**src/rtl/dvi_test_pattern_gen.sv**
```systemverilog
// Purpose: RGB555 test-pattern source that tracks the CH7301C DE/HSYNC/VSYNC timing.
// Latency: 1 cycle from an active DE edge to the registered pixel on pix_data.
// Backpressure: none; the pixel stream is paced entirely by the driver's DE.
//
// Ports:
//   clk25_2      25.2 MHz pixel clock (shared with the CH7301C driver)
//   rst_n        synchronous active-low reset
//   DVI_DE       data enable, high on active pixels
//   DVI_H        horizontal sync, active-low; a sync pulse in blanking re-aligns
//                the horizontal counters
//   DVI_V        vertical sync, active-low; its falling edge starts a frame
//   pattern_sel  0 solid, 1 alternating, 2 colour bars, 3 checkerboard
//   pix_data     registered pixel {R[14:10], G[9:5], B[4:0]}
//   frame_cnt    frame counter, wraps 1023 -> 0
//
// Build option: define TPG_SCROLL_EN to scroll the checkerboard left by one
// pixel per frame.
module dvi_test_pattern_gen #(
  parameter int H_ACTIVE   = 640,
  parameter int V_ACTIVE   = 480,
  parameter int BAR_WIDTH  = 80,
  parameter int CHECK_LOG2 = 5
) (
  input  logic        clk25_2,
  input  logic        rst_n,
  input  logic        DVI_DE,
  input  logic        DVI_H,
  input  logic        DVI_V,
  input  logic [1:0]  pattern_sel,
  output logic [14:0] pix_data,
  output logic [9:0]  frame_cnt
);

  logic [9:0] x_cnt;
  logic [9:0] y_cnt;
  logic [2:0] bar_idx;
  logic [6:0] bar_sub;
  logic [1:0] pat_q;
  logic       de_d;
  logic       v_d;

  logic        frame_start;
  logic        line_end;
  logic        h_resync;
  logic [1:0]  pat_eff;
  logic [9:0]  frame_nxt;
  logic [9:0]  x_eff;
  logic [9:0]  y_eff;
  logic [2:0]  bar_eff;
  logic [9:0]  xc;
  logic        chk_on;
  logic [14:0] bar_col;
  logic [14:0] pix_nxt;

  assign frame_start = v_d & ~DVI_V;
  assign line_end    = de_d & ~DVI_DE;
  // DE fall already clears the horizontal counters; the sync pulse is a
  // second chance in case a DE fall was ever lost.
  assign h_resync    = ~DVI_H & ~DVI_DE;

  always_comb begin
    frame_nxt = frame_start ? frame_cnt + 10'd1 : frame_cnt;
    // A frame start coinciding with DE must render with the new pattern at
    // the origin, so bypass the registers that are about to be loaded/cleared.
    pat_eff   = frame_start ? pattern_sel : pat_q;
    x_eff     = DVI_V ? x_cnt   : 10'd0;
    y_eff     = DVI_V ? y_cnt   : 10'd0;
    bar_eff   = DVI_V ? bar_idx : 3'd0;
`ifdef TPG_SCROLL_EN
    xc        = x_eff + frame_nxt;
`else
    xc        = x_eff;
`endif
    chk_on    = |(((xc ^ y_eff) >> CHECK_LOG2) & 10'd1);

    case (bar_eff)
      3'd0:    bar_col = 15'h7FFF;
      3'd1:    bar_col = 15'h7FE0;
      3'd2:    bar_col = 15'h03FF;
      3'd3:    bar_col = 15'h03E0;
      3'd4:    bar_col = 15'h7C1F;
      3'd5:    bar_col = 15'h7C00;
      3'd6:    bar_col = 15'h001F;
      default: bar_col = 15'h0000;
    endcase

    pix_nxt = 15'h0000;
    if (pat_eff == 2'd1) begin
      // Alternating pattern restarts from white every vertical sync and holds
      // through horizontal blanking.
      if (!DVI_V)       pix_nxt = 15'h7FFF;
      else if (DVI_DE)  pix_nxt = ~pix_data;
      else              pix_nxt = pix_data;
    end else if (DVI_DE) begin
      case (pat_eff)
        2'd0:    pix_nxt = 15'h7FFF;
        2'd2:    pix_nxt = bar_col;
        default: pix_nxt = chk_on ? 15'h7FFF : 15'h0000;
      endcase
    end
  end

  always_ff @(posedge clk25_2) begin
    if (!rst_n) begin
      pix_data  <= 15'h7FFF;
      frame_cnt <= 10'd0;
      x_cnt     <= 10'd0;
      y_cnt     <= 10'd0;
      bar_idx   <= 3'd0;
      bar_sub   <= 7'd0;
      pat_q     <= 2'd0;
      de_d      <= 1'b0;
      v_d       <= 1'b1;
    end else begin
      de_d      <= DVI_DE;
      v_d       <= DVI_V;
      pix_data  <= pix_nxt;
      frame_cnt <= frame_nxt;
      if (frame_start) pat_q <= pattern_sel;

      if (!DVI_V) begin
        x_cnt   <= 10'd0;
        y_cnt   <= 10'd0;
        bar_idx <= 3'd0;
        bar_sub <= 7'd0;
      end else if (DVI_DE) begin
        if (x_cnt != 10'(H_ACTIVE - 1)) x_cnt <= x_cnt + 10'd1;
        if (bar_sub == 7'(BAR_WIDTH - 1)) begin
          bar_sub <= 7'd0;
          if (bar_idx != 3'd7) bar_idx <= bar_idx + 3'd1;
        end else begin
          bar_sub <= bar_sub + 7'd1;
        end
      end else if (line_end) begin
        x_cnt   <= 10'd0;
        bar_idx <= 3'd0;
        bar_sub <= 7'd0;
        if (y_cnt != 10'(V_ACTIVE - 1)) y_cnt <= y_cnt + 10'd1;
      end else if (h_resync) begin
        x_cnt   <= 10'd0;
        bar_idx <= 3'd0;
        bar_sub <= 7'd0;
      end
    end
  end

endmodule
```
**config.mk**
```make
export PLATFORM = sky130hd
export DESIGN_NAME = dvi_test_pattern_gen
export DESIGN_NICKNAME = d
export VERILOG_FILES = /design/src/rtl/dvi_test_pattern_gen.sv
export SDC_FILE = /design/constraint.sdc
export NUM_CORES = 1
export LEC_CHECK = 0
export ABC_AREA = 1
export CAP_MARGIN = 15
export CORE_MARGIN = 5
export CORE_UTILIZATION = 56
export DETAILED_ROUTE_END_ITERATION = 10
export PLACE_DENSITY = 0.91
export SLEW_MARGIN = 5
export SYNTH_ARGS = -nofsm -noshare
export SYNTH_HDL_FRONTEND = slang
export SYNTH_SLANG_ARGS = --single-unit
```
**constraint.sdc**
```tcl
create_clock -name clk25_2 -period 1.7 [get_ports clk25_2]
set_clock_uncertainty 0.1 [all_clocks]
set_input_delay 0.255 -clock clk25_2 [delete_from_list [all_inputs] [get_ports clk25_2]]
set_output_delay 0.255 -clock clk25_2 [all_outputs]
set_load 0.02 [all_outputs]
```
==> metrics.txt, run 1 <==
die width=84.2 µm; antenna violations before repair=0; beginning of the worst hold path=frame_cnt[9]; Clock transition at path regs=approximately 0.070 ns; MaxCap Viol Count=0; largest net degree at the start of global routing=31; dpl hpwl=5.02 mm; Starting Density=56.6%; vias in the first global route=2956; DRC viols=0; clk root buf=clkbuf_8; vias per inst=5.24; 1st-pass router iterations=5; clock sinks=59; Cell Area, Synth=slightly above 3000 µm²; Yosys reg bits=59; leakage power figure=1.83 nW; Final ANT Viol Nets=0; Crit path max-delay family=buffers and inverters; Worst-Margin Slew=0.630 ns; synthesized area per cell=6.74 µm²; IO buf count=31; syn nets=470; post-layout min period=about 1.7 ns; Startpoint Class=register; f_max=602 MHz; Max clock buf depth=2; critical path cell sequence=clkdlybuf4s50_1; fin cells=594; Core Box Area=5440 µm²; RR Startpoint=y_cnt[1]; Die ar.=7080 µm²; endpoints failing setup=0; Mapped Cells=457; H-tree depth=3; register area share after synthesis=38.4%; multi-input logic area=1620 µm²; Final period util=97.7%; count of cell types in the netlist=30; Worst setup EP type=output port; power per cell area=806 nW/µm²; first-pass GRT wire length=12.3 mm; gr usage total=about a fifth; Setup CP Type=register to output port; Slew Limit Fails=0; WL/cell=between 10 and 15 µm; Final Net Count=531; Worst R2R Setup Slack=approximately 0.15 ns; Post-DP Area=3670 µm²; row count=27; dpl cells=~580; final WL=about 7.0 mm; Layout area overhead=25.2%; worst hold path type=register to register; CTS Buf Count=9; routability congestion estimate=0.846; Die Y=84.2 µm; Worst-Skew Late Latency=0.34 ns; Synth top area share=between 30% and 40%; Buf+Inv Stages, Crit Path=1; terminus of the critical flop-to-flop path=y_cnt[1]; vias=approximately 3100; DR iter-0 viols=140; Layout Cell Area excl Fill=3850 µm²; VDD IR-drop max=approximately 0.00044 V; Final Hold Vio Count=0; CTS tree=yes; largest area contributor in the netlist=dfxtp_1; critical path required time=1.34 ns; grt total ovfl=0; RSZ-0062 raised after global routing=no; Final Core Density=between 70% and 80%; Post-CTS Repair Setup Buffers=0; Critical Path Fanout Max=2; FILL cells=409; register area=1180 µm²; synth top area cells=dfxtp_1 38%, nand2_1 15%, nor2_1 8.3%; status=finished, final reports clean; Worst Hold Path Cells=2; Hold EP=frame_cnt[9]; synthesis warning total=0; I/O Pins=32; share of layout cells above drive strength 1=12.8%; Worst Reg-to-Reg Cells=9; Rel. slew slack=58.0%; CP max stage delay=0.61 ns; CP arrival=1.31 ns; Worst path slowest cell=clkdlybuf4s50_1; diode count=0; final hold slack=0.365 ns
==> how the worst max path moves through the flow <==
stage                 start      endpoint  slack, ns  cells past startpoint
2_1_floorplan      x_cnt[0]      x_cnt[3]       0.19                      9
3_3_place_gp          DVI_V  pix_data[14]      -0.17                      9
3_5_place_dp          DVI_V  pix_data[11]      -0.20                      9
4_1_cts        frame_cnt[6]  frame_cnt[6]      0.001                      1
5_1_grt                 v_d  frame_cnt[8]      0.002                      7
6_report        pix_data[3]   pix_data[3]       0.04                      1
==> logic make-up (layout without fill, tap and decap cells) <==
logic type,Yosys count,count (layout),share of synthesized area (%)
and+or+nand+nor,246,246,34.7
adders and majority gates,6,6,2.44
xor gates and xnor gates,8,8,2.28
AOI/OAI and AO/OA,68,68,12.9
DFF,59,59,38.4
buffers and inverters,70,135,9.31
==> worst register-to-register path: cells and delay by family, from the launching register on <==
kind / cells / cell delay, ns
flip-flops: 1 / 0.36
AND/OR/NAND/NOR: 6 / 0.61
buffers and inverters: 2 / 0.21
adder cells (fa/ha/maj): 1 / 0.17
==> per-layer routing <==
| metal | global-route usage [%] | share of wire, % |
|---|---|---|
| met1 | 23.7 | 44 |
| met2 | 37.0 | 48 |
| met3 | 3.73 | 5.0 |
| met4 | 10.5 | 2.3 |
| met5 | 0 | 0 |
==> placed cells by master, fill, tap and decap left out <==
cell,netlist,routed
clkbuf_1,7,1
inv_4,1,1
o211a_1,1,1
o21a_1,2,2
ha_1,6,6
nor2_1,68,67
nand3_2,2,2
or2_2,1,1
o21bai_1,1,1
dlymetal6s2s_1,0,4
nand2_1,123,121
o21ai_0,14,14
buf_4,0,32
a31o_2,1,1
nand3_1,25,25
inv_2,2,2
xor2_1,7,7
a21o_1,1,1
a21oi_1,33,33
nand2_2,1,3
nor2_2,3,4
nor3_1,3,3
dfxtp_1,59,58
nor3b_1,1,1
clkdlybuf4s50_1,0,20
xnor2_1,1,1
nand4_4,1,1
inv_1,53,53
dlygate4sd2_1,0,7
clkinv_2,0,2
nand2_4,4,4
dfxtp_2,0,1
nand4_1,14,14
buf_12,0,1
clkbuf_8,0,12
o211ai_1,15,15
==> state kept, by name, indices dropped and copies added, names as in the netlist <==
name,flops
v_d,1
bar_sub,7
y_cnt,10
de_d,1
x_cnt,10
frame_cnt,10
bar_idx,3
pix_data,15
pat_q,2
==> cell type report <==
type                       count  share of cell area [%]
inverter                      56                    5.52
timing repair buffer          64                    14.8
clock buffer                  13                    4.38
sequential                    59                    30.7
multi-input combinational    328                    42.0
tap                           72                    2.34
clock inverter                 2                   0.260
==> report_power, final <==
group | leakage, nW | internal (mW) | switching (mW)
Combinational | 1.26 | 0.192 | 0.281
Clock | 0.0953 | 0.636 | 0.526
Sequential | 0.483 | 1.44 | 0.0354
Total | 1.83 | 2.26 | 0.842
==> stage by stage <==
step	total power, mW	setup TNS [ns]	worst slack (ns)
after detailed placement	1.97	-3.96	-0.200
final	3.11	0	0.0388
after floorplan	1.77	0	0.185
after global placement	1.96	-2.49	-0.166
after global routing	3.24	0	0.00210
after CTS	3.13	0	0.00112
==> synthesized netlist by cell type, drive strengths merged <==
cell and instances:
a21o 1, a21oi 33, a31o 1, buf 7, clkbuf 7, dfxtp 59, ha 6, inv 56
nand2 128, nand3 27, nand4 15, nor2 71, nor3 3, nor3b 1, o211a 1, o211ai 15
o21a 2, o21ai 14, o21bai 1, or2 1, xnor2 1, xor2 7
==> timing repair <==
item | in CTS | in global routing
gates resized for setup | 7 | 8
hold buffers | 0 | 0
setup endpoints to repair | 7 | 22
Power figures use the tool's default switching activity.
==> inputs of run 2 (changes only) <==
Settings changed: CORE_UTILIZATION 56 to 51, PLACE_DENSITY 0.91 to 0.88.
Clock period 1.7 ns to 1.5 ns, I/O delays scaled along.
==> metrics.txt, run 2 (synthesis results as in run 1) <==
Die Y=87.7 µm (was 84.2 µm); worst hold path type=input port to register (was register to register); CP arrival=1.64 ns (was 1.31 ns); vias in the first global route=3082 (was 2956); Hold EP=frame_cnt[0] (was frame_cnt[9]); antenna violations before repair=0 (unchanged); max reg flops=15 (unchanged); diode count=0 (unchanged); first-pass GRT wire length=12.8 mm (was 12.3 mm); Net Sw Frac=28.8% (was 27.1%); f_max=659 MHz; gr usage total=20.4% (was 20.8%); Worst Reg-to-Reg Cells=9 (unchanged); post-layout min period=1.52 ns; Core Box Area=5890 µm² (was 5440 µm²); Worst setup EP type=register (was output port); Worst-Margin Slew=0.256 ns (was 0.630 ns); VDD IR-drop max=0.000610 V (was 0.000437 V); status=complete, but fails checks (was finished, final reports clean); routability congestion estimate=0.878 (was 0.846); endpoints failing setup=2 (was 0); setup ws final=-0.0167 ns (was 0.0388 ns); Worst-Skew Late Latency=0.34 ns (about the same); share of layout cells above drive strength 1=22.2% (was 12.8%); CTS Buf Count=9 (unchanged); Final ANT Viol Nets=0 (unchanged); row count=28 (was 27); Die ar.=7690 µm² (was 7080 µm²); H-tree depth=3 (unchanged); Reg with most FFs=pix_data (unchanged); beginning of the worst hold path=DVI_V (was frame_cnt[9]); die width=87.7 µm (was 84.2 µm); fin cells=619 (was 594); Power Total=3.56 mW (was 3.11 mW); Final Net Count=552 (was 531); CP max stage delay=0.35 ns (was 0.61 ns); final WL=8.06 mm (was 7.03 mm); Crit path top cell by count=nor2_4; critical path required time=1.62 ns (was 1.34 ns); I/O Pins=32 (unchanged); Final Hold Vio Count=0 (unchanged); WL/cell=13.0 µm (was 11.8 µm); Layout area overhead=35.6% (was 25.2%); vias per inst=5.29 (was 5.24); Setup CP Type=register to register (was register to output port); Comb pwr share=16.1% (was 15.2%); IO buf count=31 (unchanged); most common cell after layout, fill and taps aside=nand2_1 (unchanged); Final TNS setup=-0.0196 ns (was 0 ns); Final period util=101%; power per cell area=853 nW/µm² (was 806 nW/µm²); Crit path max-delay family=simple AND/OR/NAND/NOR gates (was buffers and inverters); Clock transition at path regs=0.07 ns (about the same); Buf+Inv Stages, Crit Path=2 (was 1); Pint=2.54 mW (was 2.26 mW); critical path cell sequence=ha_4, nand2_4, nor2_4, nand4_1, nand2_2, inv_2, buf_6, nor2_4, nor2_1 (was clkdlybuf4s50_1); clock share of power=37.2% (was 37.4%); dpl hpwl=5.43 mm (was 5.02 mm); clk root buf=clkbuf_8 (unchanged); Rel. slew slack=82.9% (was 58.0%); clock sinks=59 (unchanged); Worst Hold Path Cells=4 (was 2); Worst R2R Setup Slack=-0.02 ns (was 0.15 ns); 1st-pass router iterations=4 (was 5); Startpoint Class=register (unchanged); vias=3276 (was 3111); largest net degree at the start of global routing=31 (unchanged); most frequent cells in the layout=111 x nand2_1, 64 x nor2_1, 53 x dfxtp_1 (was 121 x nand2_1, 67 x nor2_1, 58 x dfxtp_1); FILL cells=461 (was 409); dpl cells=602 (was 579); Critical Path Fanout Max=5 (was 2); terminus of the critical flop-to-flop path=y_cnt[1] (unchanged); Sw Pwr=1.02 mW (was 0.842 mW); Slew Limit Fails=0 (unchanged); DRC viols=0 (unchanged); RR Startpoint=y_cnt[0] (was y_cnt[1]); Worst path slowest cell=dfxtp_2 (was clkdlybuf4s50_1); Starting Density=52.3% (was 56.6%); grt total ovfl=0 (unchanged); MaxCap Viol Count=0 (unchanged); DR iter-0 viols=182 (was 140); leakage power figure=1.98 nW (was 1.83 nW); violated checks=negative setup slack; RSZ-0062 raised after global routing=yes (was no); Flop pwr share=46.7% (was 47.4%); CTS tree=yes (unchanged); Max clock buf depth=2 (unchanged)
==> run 2: cell types whose count changed in the layout (fill, tap and decap cells not counted), sizes merged <==
cell,change
buf,+21
dlygate4sd2,+19
clkdlybuf4s50,-15
dlymetal6s2s,-4
clkinvlp,+2
clkbuf,-1
==> run 2: repair_timing <==
action                     4_1_cts  5_1_grt
buffers inserted                 2        0
resized for setup               35       44
pin swaps                        5       16
cloned                           0        0
hold buffers                     0        0
setup endpoints to repair       43       40
==> run 2: stage by stage <==
stage                     worst slack [ns]  hold WS [ns]  instance area (µm²)  utilization, %
after floorplan                    0.00893         0.321                 3080               -
after global placement              -0.294         0.354                 3840            65.2
after detailed placement            -0.353         0.356                 3840            65.2
after CTS                          0.00176         0.346                 4030            68.5
after global routing               -0.0944         0.391                 4170            70.9
final                              -0.0167         0.365                 4170            70.9
==> run 2: worst register-to-register path: stages (launching register included) <==
cell     delay (ns)
dfxtp_2        0.35
ha_4           0.15
nand2_4        0.05
nor2_4         0.09
nand4_1        0.15
nand2_2        0.18
inv_2          0.08
buf_6          0.14
nor2_4         0.07
nor2_1         0.04
==> run 2: how the worst max path moves through the flow <==
stage,startpoint,endpoint,slack (ns),cells past startpoint
3_5_place_dp,DVI_V,pix_data[6],-0.35,10
5_1_grt,v_d,frame_cnt[9],-0.09,7
2_1_floorplan,x_cnt[0],x_cnt[3],0.009,9
4_1_cts,y_cnt[1],y_cnt[1],0.002,9
3_3_place_gp,DVI_DE,x_cnt[5],-0.29,8
6_report,y_cnt[0],y_cnt[1],-0.02,9
==> run 2: layer usage <==
layer / vias up / share of wire, % / track usage (%) / routed length [µm]
met5: - / 0 / 0 / 0
met4: 0 / 2.1 / 10.6 / 173
met3: 19 / 5.1 / 3.39 / 411
met2: 99 / 52 / 36.2 / 4160
met1: 1524 / 41 / 23.4 / 3310
li1: 1634 / - / - / -
==> run 2: power groups by stage <==
stage               registers [mW]  clock network (mW)  logic, mW
floorplan                     1.75                   0      0.254
global placement              1.69                   0      0.550
detailed placement            1.70                   0      0.570
CTS                           1.66                1.35      0.549
global route                  1.67                1.41      0.630
finish                        1.66                1.32      0.574
==> run 2: final cells by class <==
class | instances | area [µm²] | share of cell area [%]
inverter | 56 | 213 | 5.10
clock buffer | 12 | 155 | 3.72
multi-input combinational | 328 | 1760 | 42.1
timing repair buffer | 85 | 742 | 17.8
tap | 75 | 93.8 | 2.25
clock inverter | 4 | 25.0 | 0.600
sequential | 59 | 1190 | 28.5
==> inputs of run 3 (changes only) <==
Settings changed: CTS_CLUSTER_SIZE set to 14, SKIP_CTS_REPAIR_TIMING set to 1.
==> metrics.txt, run 3 (synthesis results as in run 1) <==
post-layout min period=1.53 ns (was 1.52 ns); f_max=654 MHz (was 659 MHz); Worst setup EP type=register (unchanged); gr usage total=20.3% (was 20.4%); Sw Pwr=1.05 mW (was 1.02 mW); Final TNS setup=-0.0291 ns (was -0.0196 ns); CTS Buf Count=9 (unchanged); CTS tree=yes (unchanged); Flop pwr share=46.1% (was 46.7%); Reg with most FFs=pix_data (unchanged); Worst path slowest cell=dfxtp_2 (unchanged); clock sinks=59 (unchanged); Setup CP Type=register to register (unchanged); Final Net Count=553 (was 552); met3 GRT Util=3.39% (unchanged); violated checks=negative setup slack (unchanged); clk root buf=clkbuf_8 (unchanged); met1 Use GR=23.3% (was 23.4%); Slew Limit Fails=0 (unchanged); power per cell area=841 nW/µm² (was 853 nW/µm²); status=complete, but fails checks (unchanged); first-pass GRT wire length=12.7 mm (was 12.8 mm); routability congestion estimate=0.878 (unchanged); Final Core Density=72.9% (was 70.9%); met2 Track Usage GR=36.1% (was 36.2%); WL/cell=13.3 µm (was 13.0 µm); Final Hold Vio Count=0 (unchanged); Core Box Area=5890 µm² (unchanged); critical path cell sequence=ha_4, nand2_4, nor2_4, nand4_1, nand2_2, inv_2, buf_6, nor2_4, nor2_1 (unchanged); Layout area overhead=39.3% (was 35.6%); Comb pwr share=16.8% (was 16.1%); CP arrival=1.66 ns (was 1.64 ns); most frequent cells in the layout=111 x nand2_1, 64 x nor2_1, 53 x dfxtp_1 (unchanged); Startpoint Class=register (unchanged); critical path required time=1.63 ns (was 1.62 ns); row count=28 (unchanged); endpoints failing setup=1 (was 2); largest net degree at the start of global routing=31 (unchanged); Worst R2R Setup Slack=-0.03 ns (was -0.02 ns); Clock transition at path regs=0.06 ns (was 0.07 ns); Die ar.=7690 µm² (unchanged); vias in the first global route=3074 (was 3082); dpl hpwl=5.43 mm (unchanged); DRC viols=0 (unchanged); IO buf count=31 (unchanged); most common cell after layout, fill and taps aside=nand2_1 (unchanged); Rel. slew slack=81.8% (was 82.9%); Die Y=87.7 µm (unchanged); Final ANT Viol Nets=0 (unchanged); Crit path top cell by count=nor2_4 (unchanged); final WL=8.27 mm (was 8.06 mm); Critical Path Fanout Max=5 (unchanged); Net Sw Frac=29.0% (was 28.8%); Worst-Skew Late Latency=0.35 ns (was 0.34 ns); Max clock buf depth=2 (unchanged); Starting Density=52.3% (unchanged); max reg flops=15 (unchanged); CP max stage delay=0.35 ns (about the same); final hold slack=0.259 ns (was 0.365 ns); vias=3278 (was 3276); GR peak layer=met2 (unchanged); Final period util=102% (was 101%); grt total ovfl=0 (unchanged); MaxCap Viol Count=0 (unchanged); dpl cells=602 (unchanged); fin cells=620 (was 619); DR iter-0 viols=190 (was 182); H-tree depth=3 (unchanged); RSZ-0062 raised after global routing=yes (unchanged); antenna violations before repair=0 (unchanged); clock share of power=37.2% (about the same); I/O Pins=32 (unchanged); vias per inst=5.29 (about the same); share of layout cells above drive strength 1=22.0% (was 22.2%); Worst-Margin Slew=0.272 ns (was 0.256 ns); setup ws final=-0.0291 ns (was -0.0167 ns); die width=87.7 µm (unchanged); worst hold path type=input port to register (unchanged); 1st-pass router iterations=4 (unchanged); VDD IR-drop max=0.000625 V (was 0.000610 V); diode count=0 (unchanged); leakage power figure=2.23 nW (was 1.98 nW); Pint=2.56 mW (was 2.54 mW)
run 3: cell count changes in the layout (fill, tap and decap cells not counted), sizes merged:
cell and delta:
nand2 +1, dlygate4sd2 -26, clkdlybuf4s50 -1, dlymetal6s2s +27
run 3: power by group through the flow:
| stage | Sequential (mW) | Combinational, mW | Clock, mW |
|---|---|---|---|
| 5_1_grt | 1.67 | 0.659 | 1.42 |
| 3_5_place_dp | 1.70 | 0.570 | 0 |
| 4_1_cts | 1.66 | 0.577 | 1.35 |
| 3_3_place_gp | 1.69 | 0.550 | 0 |
| 2_1_floorplan | 1.75 | 0.254 | 0 |
| 6_report | 1.66 | 0.605 | 1.34 |
run 3: critical path, delay by kind of cell, from the launching register on:
kind / cells / cell delay, ns
AND/OR/NAND/NOR: 6 / 0.60
adder cells (fa/ha/maj): 1 / 0.15
flip-flops: 1 / 0.35
buffers and inverters: 2 / 0.21
run 3: layout make-up:
| type | count | area, µm² |
|---|---|---|
| Sequential cell | 59 | 1190 |
| Clock buffer | 12 | 155 |
| Timing Repair Buffer | 85 | 838 |
| Multi-Input combinational cell | 329 | 1780 |
| Fill cell | 420 | 1600 |
| Inverter | 56 | 213 |
| Tap cell | 75 | 93.8 |
| Clock inverter | 4 | 25.0 |
run 3: path summary, 6_finish.rpt:
kind,from,to,cells after the start
setup / recovery,y_cnt[1],y_cnt[1],9
hold reg to reg,frame_cnt[9],frame_cnt[9],2
setup reg to reg,y_cnt[1],y_cnt[1],9
hold / removal,DVI_DE,de_d,4
run 3: routing by layer:
layer | share of wire, % | vias up
li1 | - | 1641
met1 | 41 | 1520
met2 | 51 | 95
met3 | 5.6 | 22
met4 | 2.1 | 0
met5 | 0 | -
run 3: per-stage QoR:
stage | power [mW] | worst slack (ns) | cell area [µm²]
final | 3.61 | -0.0291 | 4290
after global placement | 2.24 | -0.294 | 3840
after CTS | 3.59 | -0.218 | 4020
after floorplan | 2.01 | 0.00893 | 3080
after global routing | 3.75 | -0.0907 | 4290
after detailed placement | 2.27 | -0.353 | 3840
